**src/rtl/pid_pkg.sv**
```systemverilog
`timescale 1ns/1ps
// Shared types, default parameters and the burst classifier for pulse_interval_decode.
package pid_pkg;

  localparam int unsigned PID_CNT_W      = 5;
  localparam int unsigned PID_GAP_CYCLES = 4;
  localparam int unsigned PID_MIN_PULSES = 3;
  localparam int unsigned PID_ONE_MIN    = 8;

  typedef enum logic [0:0] {
    IDLE  = 1'b0,
    BURST = 1'b1
  } pid_state_e;

  typedef enum logic [1:0] {
    CLS_DROP,
    CLS_ZERO,
    CLS_ONE
  } pid_cls_e;

  function automatic pid_cls_e pid_classify(input int unsigned cnt,
                                            input int unsigned min_pulses,
                                            input int unsigned one_min);
    if (cnt < min_pulses) return CLS_DROP;
    if (cnt < one_min)    return CLS_ZERO;
    return CLS_ONE;
  endfunction

endpackage

```
**src/rtl/pid_edge_sync.sv**
```systemverilog
`timescale 1ns/1ps
// Two-flop synchroniser for the asynchronous ZCD pulse plus a one-cycle rising-edge detector.
module pid_edge_sync (
  input  logic clk,
  input  logic rst_n,
  input  logic async_in,
  output logic rise
);

  logic meta_q, meta_d;
  logic sync_q, sync_d;
  logic sync_qq, sync_qq_d;

  always_comb begin
    meta_d    = async_in;
    sync_d    = meta_q;
    sync_qq_d = sync_q;
  end

  always_ff @(posedge clk or negedge rst_n) begin
    // NOTE: non-blocking so each stage captures its predecessor's pre-edge value; blocking would collapse the chain.
    if (!rst_n) begin
      meta_q  <= 1'b0;
      sync_q  <= 1'b0;
      sync_qq <= 1'b0;
    end else begin
      meta_q  <= meta_d;
      sync_q  <= sync_d;
      sync_qq <= sync_qq_d;
    end
  end

  assign rise = sync_q & ~sync_qq;

endmodule

```
**src/rtl/pulse_interval_decode.sv**
```systemverilog
`timescale 1ns/1ps
// Pulse-interval burst decoder: counts carrier pulses per burst and strobes a 0/1 symbol after a silent gap.
// Optional PID_ERR_FLAG_EN adds err_flag for rejected (too short) or saturated bursts.
module pulse_interval_decode
  import pid_pkg::*;
#(
  parameter int unsigned CNT_W      = PID_CNT_W,
  parameter int unsigned GAP_CYCLES = PID_GAP_CYCLES,
  parameter int unsigned MIN_PULSES = PID_MIN_PULSES,
  parameter int unsigned ONE_MIN    = PID_ONE_MIN
) (
  input  logic             sclk_3mhz,
  input  logic             reset_n,
  input  logic             zcd_pulse,
  output logic [CNT_W-1:0] zero_clock_count,
  output logic [CNT_W-1:0] one_clock_count,
  output logic             zero_flag,
  output logic             one_flag
`ifdef PID_ERR_FLAG_EN
  ,
  output logic             err_flag
`endif
);

  localparam int unsigned      GAP_W    = $clog2(GAP_CYCLES + 1);
  localparam logic [CNT_W-1:0] CNT_MAX  = '1;
  localparam logic [GAP_W-1:0] GAP_LAST = GAP_W'(GAP_CYCLES - 1);

  logic rise;

  pid_edge_sync u_edge_sync (
    .clk     (sclk_3mhz),
    .rst_n   (reset_n),
    .async_in(zcd_pulse),
    .rise    (rise)
  );

  pid_state_e       state_q, state_d;
  logic [CNT_W-1:0] pulse_cnt_q, pulse_cnt_d;
  logic [GAP_W-1:0] gap_cnt_q, gap_cnt_d;
  logic [CNT_W-1:0] zero_cnt_q, zero_cnt_d;
  logic [CNT_W-1:0] one_cnt_q, one_cnt_d;
  logic             zero_flag_q, zero_flag_d;
  logic             one_flag_q, one_flag_d;
  logic             burst_start, burst_done;
  pid_cls_e         cls;

  always_comb begin
    // NOTE: every signal gets a default first so no branch leaves it unassigned and infers a latch.
    state_d     = state_q;
    pulse_cnt_d = pulse_cnt_q;
    gap_cnt_d   = gap_cnt_q;
    zero_cnt_d  = zero_cnt_q;
    one_cnt_d   = one_cnt_q;
    zero_flag_d = 1'b0;
    one_flag_d  = 1'b0;
    burst_start = (state_q == IDLE) && rise;
    // A rise on the expiry cycle extends the burst instead of ending it.
    burst_done  = (state_q == BURST) && !rise && (gap_cnt_q == GAP_LAST);
    cls         = pid_classify(32'(pulse_cnt_q), MIN_PULSES, ONE_MIN);

    if (burst_start) begin
      state_d     = BURST;
      pulse_cnt_d = CNT_W'(1);
      gap_cnt_d   = '0;
    end else if (state_q == BURST) begin
      if (rise) begin
        gap_cnt_d = '0;
        if (pulse_cnt_q != CNT_MAX) pulse_cnt_d = pulse_cnt_q + 1'b1;
      end else if (burst_done) begin
        state_d = IDLE;
        case (cls)
          CLS_ZERO: begin
            zero_flag_d = 1'b1;
            zero_cnt_d  = pulse_cnt_q;
          end
          CLS_ONE: begin
            one_flag_d = 1'b1;
            one_cnt_d  = pulse_cnt_q;
          end
          default: ;
        endcase
      end else begin
        gap_cnt_d = gap_cnt_q + 1'b1;
      end
    end
  end

  always_ff @(posedge sclk_3mhz or negedge reset_n) begin
    if (!reset_n) begin
      state_q     <= IDLE;
      pulse_cnt_q <= '0;
      gap_cnt_q   <= '0;
      zero_cnt_q  <= '0;
      one_cnt_q   <= '0;
      zero_flag_q <= 1'b0;
      one_flag_q  <= 1'b0;
    end else begin
      state_q     <= state_d;
      pulse_cnt_q <= pulse_cnt_d;
      gap_cnt_q   <= gap_cnt_d;
      zero_cnt_q  <= zero_cnt_d;
      one_cnt_q   <= one_cnt_d;
      zero_flag_q <= zero_flag_d;
      one_flag_q  <= one_flag_d;
    end
  end

  assign zero_clock_count = zero_cnt_q;
  assign one_clock_count  = one_cnt_q;
  assign zero_flag        = zero_flag_q;
  assign one_flag         = one_flag_q;

`ifdef PID_ERR_FLAG_EN
  logic sat_q, sat_d;
  logic err_flag_q, err_flag_d;

  // sat remembers that a rise arrived while the count was already pinned at its maximum.
  always_comb begin
    sat_d = sat_q;
    if (burst_start) begin
      sat_d = 1'b0;
    end else if ((state_q == BURST) && rise && (pulse_cnt_q == CNT_MAX)) begin
      sat_d = 1'b1;
    end
    err_flag_d = burst_done && ((cls == CLS_DROP) || sat_q);
  end

  always_ff @(posedge sclk_3mhz or negedge reset_n) begin
    if (!reset_n) begin
      sat_q      <= 1'b0;
      err_flag_q <= 1'b0;
    end else begin
      sat_q      <= sat_d;
      err_flag_q <= err_flag_d;
    end
  end

  assign err_flag = err_flag_q;
`endif

endmodule

```
**config.mk**
```make
export PLATFORM = sky130hd
export DESIGN_NAME = pulse_interval_decode
export DESIGN_NICKNAME = d
export VERILOG_FILES = /design/src/rtl/pid_pkg.sv /design/src/rtl/pid_edge_sync.sv /design/src/rtl/pulse_interval_decode.sv
export SDC_FILE = /design/constraint.sdc
export NUM_CORES = 1
export LEC_CHECK = 0
export CAP_MARGIN = 20
export CORE_ASPECT_RATIO = 0.8
export CORE_MARGIN = 1.5
export CORE_UTILIZATION = 54
export DETAILED_ROUTE_END_ITERATION = 6
export PLACE_DENSITY = 0.79
export SLEW_MARGIN = 25
export SYNTH_ARGS = -nofsm -noshare
export SYNTH_HDL_FRONTEND = slang
export SYNTH_SLANG_ARGS = --single-unit
```
**constraint.sdc**
```tcl
create_clock -name sclk_3mhz -period 2.65 [get_ports sclk_3mhz]
set_input_delay 0.53 -clock sclk_3mhz [delete_from_list [all_inputs] [get_ports sclk_3mhz]]
set_output_delay 0.53 -clock sclk_3mhz [all_outputs]
set_load 0.01 [all_outputs]
```
==> flow_summary.json, run 1 <==
{
  "drcViolationCount": 0,
  "drv_cap": 0,
  "slew_viol_final": 0,
  "ctsHoldBuffers": 0,
  "cts_tree": "yes",
  "antenna_found_initial": 0,
  "ios": 15,
  "diodes": 0,
  "synth-seq-cells": 24,
  "path_max_fanout": 9,
  "stdcell_area_um2": 1270,
  "synth-edff-count": 0,
  "post_cts_buffers": 0,
  "powerDensity_nw_per_um2": 939,
  "gp_congestion": 0.850,
  "rows": 14,
  "endpoint_kind": "flip-flop",
  "netlist_area_um2": 1110,
  "finalClockSkew_ns": 0.0123,
  "syn-num-nets": 97,
  "ys.flop_type": "dfrtp_1",
  "synth_cells": 90,
  "relSlewSlack_pct": 79.7,
  "first_global_vias": 789,
  "finalHoldViolCount": 0,
  "worst_pin_slew_ns": 0.304,
  "viasPerCell": 5.77,
  "cpLargestDelayFamily": "simple AND/OR/NAND/NOR gates",
  "htree_levels": 1,
  "cp-start-kind": "flip-flop",
  "final.setup.worst_slack_ns": 0.755,
  "outcome": "completed",
  "min-delay-path-class": "flip-flop to flip-flop",
  "grt_max_degree": 25,
  "cp_slowest_cell": "dfrtp_1",
  "fin_nets": 112,
  "setup_violations": 0,
  "postRouteAntennaNets": 0,
  "die_width_um": 53.6,
  "intPower_w": 0.000763,
  "placed_cells": 124,
  "synth_warnings": 0,
  "fin_crit_sh_pct": 71.5,
  "period_needed_ns": 1.89,
  "fillers": 141,
  "finalWirelength_um": 1910,
  "drive_gt1_share_pct": 12.6,
  "post_cts_resized": 0,
  "r2r_cells": 6,
  "syn_avg_cell_area_um2": 12.3,
  "grt_pass1_wl_um": 3360,
  "cts_root_buf": "clkbuf_4",
  "irDropWorstVdd_mv": 0.637,
  "swShare_pct": 35.8,
  "cp_slowest_stage_delay_ns": 0.50,
  "max_freq_mhz": 528,
  "vias": 733,
  "drt-wirelength-per-cell_um": 15.0,
  "async_flop_share_pct": 100,
  "initial_utilization_pct": 57.9,
  "most-common-layout-cells": "24 x dfrtp_1, 14 x clkdlybuf4s50_1, 6 x nand2_1",
  "setup_tns_ns": 0,
  "yosysUniqueCellTypes": 35,
  "crit_buf_inv": 0,
  "utilization_pct": 66.3,
  "numCtsBuffers": 3,
  "worst-path-stages": 6,
  "clkTransAtPathRegs_ns": 0.12,
  "insertion_delay_ns": 0.31,
  "dr.pass1.iters": 4,
  "ys_seq_area_share_pct": 54.3,
  "crit_top_cell": "ha_1",
  "area_delta_synth_final_pct": 14.5,
  "mostFrequentLayoutCell": "dfrtp_1",
  "path_class": "flip-flop to flip-flop",
  "p_clk_share_pct": 12.8,
  "p_seq_share_pct": 49.6,
  "place_hpwl_um": 1370,
  "hold_path_depth": 0,
  "p_comb_share_pct": 37.7,
  "core_um2": 1910,
  "grt_use_total_pct": 20.5,
  "worstPathArrival_ns": 2.15,
  "preCtsSetupSlack_ns": 0.784,
  "regToRegSetupSlack_ns": 0.76,
  "required_ns": 2.90,
  "die_height_um": 43.5,
  "globalRoute.totalOverflow": 0,
  "cts_sinks": 24,
  "io_buffers": 14,
  "p_leak_nw": 0.577,
  "instances_no_fill": 127,
  "place_area_um2": 1240,
  "first_iter_violations": 11,
  "path_cells": "ha_1 -> and3_1 -> ha_1 -> nand4b_1 -> or4_1 -> o21ai_1",
  "rsz0062_at_grt": "no",
  "power_switching_w": 0.000425,
  "die_area_um2": 2330,
  "clock_path_buffers": 2
}
[flip-flops by register name, summed over array words and instances, names as in the netlist]
| register | count |
|---|---|
| pulse_cnt_q | 5 |
| u_edge_sync.meta_q | 1 |
| zero_flag | 1 |
| u_edge_sync.sync_qq | 1 |
| zero_clock_count | 5 |
| gap_cnt_q | 3 |
| one_flag | 1 |
| state_q | 1 |
| u_edge_sync.sync_q | 1 |
| one_clock_count | 5 |
[power by group through the flow]
stage | Sequential (W) | Combinational, W | Clock (W)
final | 0.000589 | 0.000448 | 0.000152
after detailed placement | 0.000592 | 0.000450 | 0
after global placement | 0.000580 | 0.000432 | 0
after CTS | 0.000585 | 0.000454 | 0.000156
after global routing | 0.000605 | 0.000497 | 0.000171
after floorplan | 0.000557 | 0.000325 | 0
[cell type report]
| cell class | count | area, µm² | share of cell area [%] |
|---|---|---|---|
| flip-flops and latches | 24 | 601 | 47.4 |
| well taps | 24 | 30.0 | 2.37 |
| repair buffers | 15 | 148 | 11.7 |
| clock buffers | 3 | 22.5 | 1.78 |
| multi-input cells | 58 | 454 | 35.9 |
| inverters | 3 | 11.3 | 0.889 |
[logic make-up after synthesis]
| family | share of synthesized area, % |
|---|---|
| simple gates | 19.2 |
| compound gates | 11.5 |
| mux | 4.98 |
| buf+inv | 4.64 |
| flops | 54.3 |
| xor+xnor | 0.792 |
| fa+ha+maj | 4.53 |
[through the flow]
step	total power, W	hold slack (ns)
5_1_grt	0.00127	0.383
6_report	0.00119	0.361
3_3_place_gp	0.00101	0.336
2_1_floorplan	0.000882	0.234
4_1_cts	0.00119	0.365
3_5_place_dp	0.00104	0.339
[final timing paths]
kind | to | startpoint
setup / recovery | pulse_cnt_q[3]$_DFFE_PN0P_ | pulse_cnt_q[0]$_DFFE_PN0P_
hold / removal | u_edge_sync.sync_q$_DFF_PN0_ | u_edge_sync.meta_q$_DFF_PN0_
setup reg to reg | pulse_cnt_q[3]$_DFFE_PN0P_ | pulse_cnt_q[0]$_DFFE_PN0P_
hold reg to reg | u_edge_sync.sync_q$_DFF_PN0_ | u_edge_sync.meta_q$_DFF_PN0_
max in group asynchronous | one_clock_count[3]$_DFFE_PN0P_ | reset_n
min in group asynchronous | gap_cnt_q[2]$_DFFE_PN0P_ | reset_n
[metal layers]
layer	vias to the layer above	track usage [%]	wire [µm]
met1	370	25.7	891
met4	0	6.15	21
met5	-	0	0
met2	14	33.1	928
met3	4	7.59	68
li1	345	-	-
[synthesized netlist by cell type, types with 2 or more instances]
master    count  share of area (%)
dfrtp_1      24                 54
nand2_1       6                2.0
a21oi_1       4                1.8
ha_1          4                4.5
nor2_1        4                1.4
nor2b_1       4                2.3
a22o_1        3                2.4
inv_1         3                1.0
mux2_4        3                4.1
nand3_1       3                1.4
a32o_1        2                1.8
buf_2         2               0.91
buf_6         2                2.0
nand4b_1      2                1.6
nor3_1        2               0.91
o21a_1        2                1.4
o21ai_0       2               0.91
No activity file was read; power rests on OpenSTA's default activity.
==> run 2, diff against run 1 <==
- CORE_UTILIZATION: 54 -> 52
- PLACE_DENSITY: 0.79 -> 0.76
- clock period: 2.65 -> 1.9 ns (I/O delays scaled with it)
==> run 2 against run 1 <==
Effect of this change: sequential share of layout area down 2.2 points; critical path depth unchanged; sequential power up 31%; via count up 4.0%; combinational power up 61%; core utilization up 2.0 points; worst hold slack better by 0.034 ns; critical path type unchanged.
==> flow_summary.json, run 2 (synthesis results as in run 1) <==
{
  "vias": 762,
  "endpoint_kind": "flip-flop",
  "hold_path_depth": 0,
  "instances_no_fill": 132,
  "cp_slowest_cell": "dfrtp_1",
  "fin_crit_sh_pct": 90.2,
  "p_leak_nw": 0.607,
  "grt_pass1_wl_um": 3550,
  "htree_levels": 1,
  "most-common-layout-cells": "24 x dfrtp_1, 14 x clkdlybuf4s50_1, 6 x nand2_1",
  "clkTransAtPathRegs_ns": 0.13,
  "required_ns": 2.16,
  "relSlewSlack_pct": 78.6,
  "globalRoute.totalOverflow": 0,
  "insertion_delay_ns": 0.32,
  "drive_gt1_share_pct": 17.6,
  "gp_congestion": 0.810,
  "r2r-end": "pulse_cnt_q[3]$_DFFE_PN0P_",
  "viasPerCell": 5.77,
  "path_cells": "ha_1 -> and3_1 -> ha_2 -> nand4b_1 -> or4_1 -> o21ai_1",
  "rows": 14,
  "worst-path-stages": 6,
  "r2r_cells": 6,
  "io_buffers": 14,
  "worst_pin_slew_ns": 0.321,
  "cpLargestDelayFamily": "simple AND/OR/NAND/NOR gates",
  "fin_nets": 116,
  "die_width_um": 54.6,
  "cp-start-kind": "flip-flop",
  "antenna_found_initial": 0,
  "fillers": 137,
  "die_area_um2": 2410,
  "area_delta_synth_final_pct": 20.1,
  "cp_slowest_stage_delay_ns": 0.42,
  "power_w": 0.00186,
  "finalWirelength_um": 2000,
  "place_hpwl_um": 1410,
  "ctsHoldBuffers": 0,
  "die_height_um": 44.3,
  "startpoint": "pulse_cnt_q[0]$_DFFE_PN0P_",
  "drcViolationCount": 0,
  "numCtsBuffers": 3,
  "outcome": "completed",
  "diodes": 0,
  "crit_buf_inv": 0,
  "slew_viol_final": 0,
  "setup_violations": 0,
  "crit_end": "pulse_cnt_q[3]$_DFFE_PN0P_",
  "grt_use_total_pct": 21.0,
  "rsz0062_at_grt": "no",
  "cts_root_buf": "clkbuf_4",
  "grt_max_degree": 25,
  "dr.pass1.iters": 4,
  "utilization_pct": 68.3,
  "postRouteAntennaNets": 0,
  "timing.rr.start": "pulse_cnt_q[0]$_DFFE_PN0P_",
  "cts_sinks": 24,
  "regToRegSetupSlack_ns": 0.19,
  "first_iter_violations": 12,
  "min-delay-path-class": "flip-flop to flip-flop",
  "irDropWorstVdd_mv": 1.05,
  "initial_utilization_pct": 56.9,
  "mostFrequentLayoutCell": "dfrtp_1",
  "drt-wirelength-per-cell_um": 15.2,
  "max_freq_mhz": 583,
  "core_um2": 1940,
  "ios": 15,
  "clock_path_buffers": 2,
  "drv_cap": 0,
  "placed_cells": 127,
  "first_global_vias": 788,
  "worstHoldStart": "u_edge_sync.meta_q$_DFF_PN0_",
  "final.setup.worst_slack_ns": 0.186,
  "powerDensity_nw_per_um2": 1400,
  "cts_tree": "yes",
  "setup_tns_ns": 0,
  "finalHoldViolCount": 0,
  "preCtsSetupSlack_ns": 0.181,
  "period_needed_ns": 1.71,
  "path_max_fanout": 6,
  "finalClockSkew_ns": 0.00274,
  "path_class": "flip-flop to flip-flop",
  "worstPathArrival_ns": 1.97
}
[run 2: per-stage QoR]
step | hold slack, ns | area [µm²]
6_report | 0.395 | 1330
5_1_grt | 0.420 | 1330
2_1_floorplan | 0.0844 | 1110
4_1_cts | 0.391 | 1320
3_3_place_gp | 0.338 | 1270
3_5_place_dp | 0.365 | 1270
[run 2: worst min-delay path by stage]
| stage | end | slack [ns] |
|---|---|---|
| 4_1_cts | one_clock_count[4]$_DFFE_PN0P_ | 0.39 |
| 3_3_place_gp | u_edge_sync.sync_q$_DFF_PN0_ | 0.34 |
| 5_1_grt | u_edge_sync.sync_q$_DFF_PN0_ | 0.42 |
| 6_report | u_edge_sync.sync_q$_DFF_PN0_ | 0.39 |
| 2_1_floorplan | gap_cnt_q[0]$_DFFE_PN0P_ | 0.08 |
| 3_5_place_dp | u_edge_sync.sync_q$_DFF_PN0_ | 0.37 |
[run 2: cell type report]
| cell class | instances | area [µm²] | area share (%) |
|---|---|---|---|
| Multi-Input combinational cell | 58 | 457 | 34.4 |
| Clock inverter | 1 | 30.0 | 2.26 |
| Timing Repair Buffer | 19 | 178 | 13.4 |
| Clock buffer | 3 | 22.5 | 1.69 |
| Sequential cell | 24 | 601 | 45.2 |
| Inverter | 3 | 11.3 | 0.847 |
| Tap cell | 24 | 30.0 | 2.26 |
[run 2: metal layers]
layer  share of wire (%)  routed length [µm]  up-vias  GRT usage, %
met1                  49                 985      394          27.8
li1                    -                   -      354             -
met2                  46                 922       12          33.3
met5                   0                   0        -             0
met4                0.55                  11        0          4.50
met3                 4.0                  81        2          7.77
[run 2: repair_timing]
action                     in CTS  in global routing
gates resized for setup         0                  1
setup endpoints to repair       0                  1
setup buffers                   0                  1
[run 2: power breakdown]
| part | switching, W | internal, W | total (W) |
|---|---|---|---|
| Clock | 0.000157 | 0.000214 | 0.000370 |
| Combinational | 0.000346 | 0.000376 | 0.000723 |
| Sequential | 0.000114 | 0.000655 | 0.000769 |
==> run 3, diff against run 2 <==
- REMOVE_ABC_BUFFERS: unset -> 1
==> run 3 against run 2 <==
Effect of this change: global-route usage decreased by 0.74 points; core utilization decreased by 1.4 points; via count down 3.4%; sequential power shrank 0.5%; first-iteration DRC count did not move; critical path type unchanged; largest cell class unchanged; highest routed layer is now met3.
==> flow_summary.json, run 3 (synthesis results as in run 1) <==
{
  "outcome": "completed",
  "multiInputGateArea_um2": 454,
  "drt-wirelength-per-cell_um": 15.2,
  "ios": 15,
  "p_leak_nw": 0.599,
  "final.setup.worst_slack_ns": 0.195,
  "preCtsSetupSlack_ns": 0.213,
  "cp_slowest_cell": "dfrtp_1",
  "area_delta_synth_final_pct": 17.8,
  "insertion_delay_ns": 0.31,
  "globalRoute.totalOverflow": 0,
  "ctsHoldBuffers": 0,
  "initial_utilization_pct": 56.9,
  "max_freq_mhz": 587,
  "instances_no_fill": 131,
  "drv_cap": 0,
  "dr.pass1.iters": 4,
  "startpoint": "pulse_cnt_q[0]$_DFFE_PN0P_",
  "slew_viol_final": 0,
  "setup_violations": 0,
  "path_cells": "ha_1 -> and3_1 -> ha_1 -> nand4b_1 -> or4_1 -> o21ai_1",
  "mostFrequentLayoutCell": "dfrtp_1",
  "stdcell_area_um2": 1300,
  "placed_cells": 127,
  "drcViolationCount": 0,
  "setup_tns_ns": 0,
  "rows": 14,
  "min-delay-path-class": "flip-flop to flip-flop",
  "first_iter_violations": 12,
  "seqCellArea_um2": 601,
  "path_class": "flip-flop to flip-flop",
  "numCtsBuffers": 3,
  "fillers": 156,
  "power_w": 0.00175,
  "cp-start-kind": "flip-flop",
  "cts_tree": "yes",
  "worst_pin_slew_ns": 0.333,
  "die_height_um": 44.3,
  "postRouteAntennaNets": 0,
  "first_global_vias": 753,
  "viasPerCell": 5.62,
  "rsz0062_at_grt": "no",
  "drive_gt1_share_pct": 15.9,
  "grt_pass1_wl_um": 3440,
  "htree_levels": 1,
  "clkTransAtPathRegs_ns": 0.12,
  "gp_congestion": 0.827,
  "irDropWorstVdd_mv": 0.718,
  "post_cts_buffers": 0,
  "timing.rr.start": "pulse_cnt_q[0]$_DFFE_PN0P_",
  "powerDensity_nw_per_um2": 1350,
  "clock_path_buffers": 2,
  "path_max_fanout": 6,
  "grt_use_total_pct": 20.3,
  "worstPathArrival_ns": 1.96,
  "place_hpwl_um": 1430,
  "endpoint_kind": "flip-flop",
  "period_needed_ns": 1.70,
  "finalClockSkew_ns": 0.00191,
  "core_um2": 1940,
  "cts_sinks": 24,
  "post_cts_resized": 0,
  "io_buffers": 14,
  "diodes": 0,
  "die_width_um": 54.6,
  "vias": 736,
  "finalWirelength_um": 1990,
  "crit_top_cell": "ha_1",
  "place_area_um2": 1270,
  "fin_nets": 115,
  "antenna_found_initial": 0,
  "grt_max_degree": 25,
  "cp_slowest_stage_delay_ns": 0.40,
  "cts_root_buf": "clkbuf_4",
  "worstHoldStart": "u_edge_sync.meta_q$_DFF_PN0_",
  "relSlewSlack_pct": 77.6,
  "cpLargestDelayFamily": "simple AND/OR/NAND/NOR gates",
  "crit_buf_inv": 0,
  "required_ns": 2.15,
  "most-common-layout-cells": "24 x dfrtp_1, 14 x clkdlybuf4s50_1, 6 x nand2_1",
  "finalHoldViolCount": 0,
  "fin_crit_sh_pct": 89.7,
  "die_area_um2": 2410
}
run 3: cell types whose count changed in the layout (fill, tap and decap cells not counted), sizes merged:
cell,before,now
bufinv,1,0
clkbuf,3,4
buf,5,4
run 3: final timing paths:
path / end / slack, ns / depth (start not counted)
min in group asynchronous: gap_cnt_q[2]$_DFFE_PN0P_ / 0.40 / 2
max: pulse_cnt_q[3]$_DFFE_PN0P_ / 0.20 / 6
max in group asynchronous: zero_clock_count[0]$_DFFE_PN0P_ / 1.27 / 2
min: u_edge_sync.sync_q$_DFF_PN0_ / 0.37 / 0
max reg2reg: pulse_cnt_q[3]$_DFFE_PN0P_ / 0.20 / 6
min reg2reg: u_edge_sync.sync_q$_DFF_PN0_ / 0.37 / 0
run 3: routing by layer:
metal | wire length [µm] | GRT usage [%] | part of all wire, %
met1 | 945 | 28.4 | 47
met3 | 100 | 7.43 | 5.0
met4 | 0 | 3.00 | 0
met5 | 0 | 0 | 0
met2 | 948 | 31.1 | 48
run 3: power by group:
group	switching, W	internal, W
clock network	0.000148	0.000117
logic	0.000351	0.000370
registers	0.000110	0.000655
run 3: area by class of cell:
class | instances | share of cell area, %
multi-input combinational | 58 | 34.9
inverter | 3 | 0.865
tap | 24 | 2.31
sequential | 24 | 46.1
clock buffer | 4 | 2.79
timing repair buffer | 18 | 13.1
run 3: worst reg2reg max path: cells and delay by family, from the launching register on:
kind                       cells  cell delay (ns)
and+or+nand+nor                3             0.74
adders and majority gates      2             0.43
DFF                            1             0.40
AOI/OAI and AO/OA              1             0.08
run 3: per-stage QoR:
step	hold slack (ns)	util, %
3_5_place_dp	0.343	65.1
6_report	0.368	67.0
5_1_grt	0.386	67.0
2_1_floorplan	0.0844	-
4_1_cts	0.373	67.0
3_3_place_gp	0.334	65.1
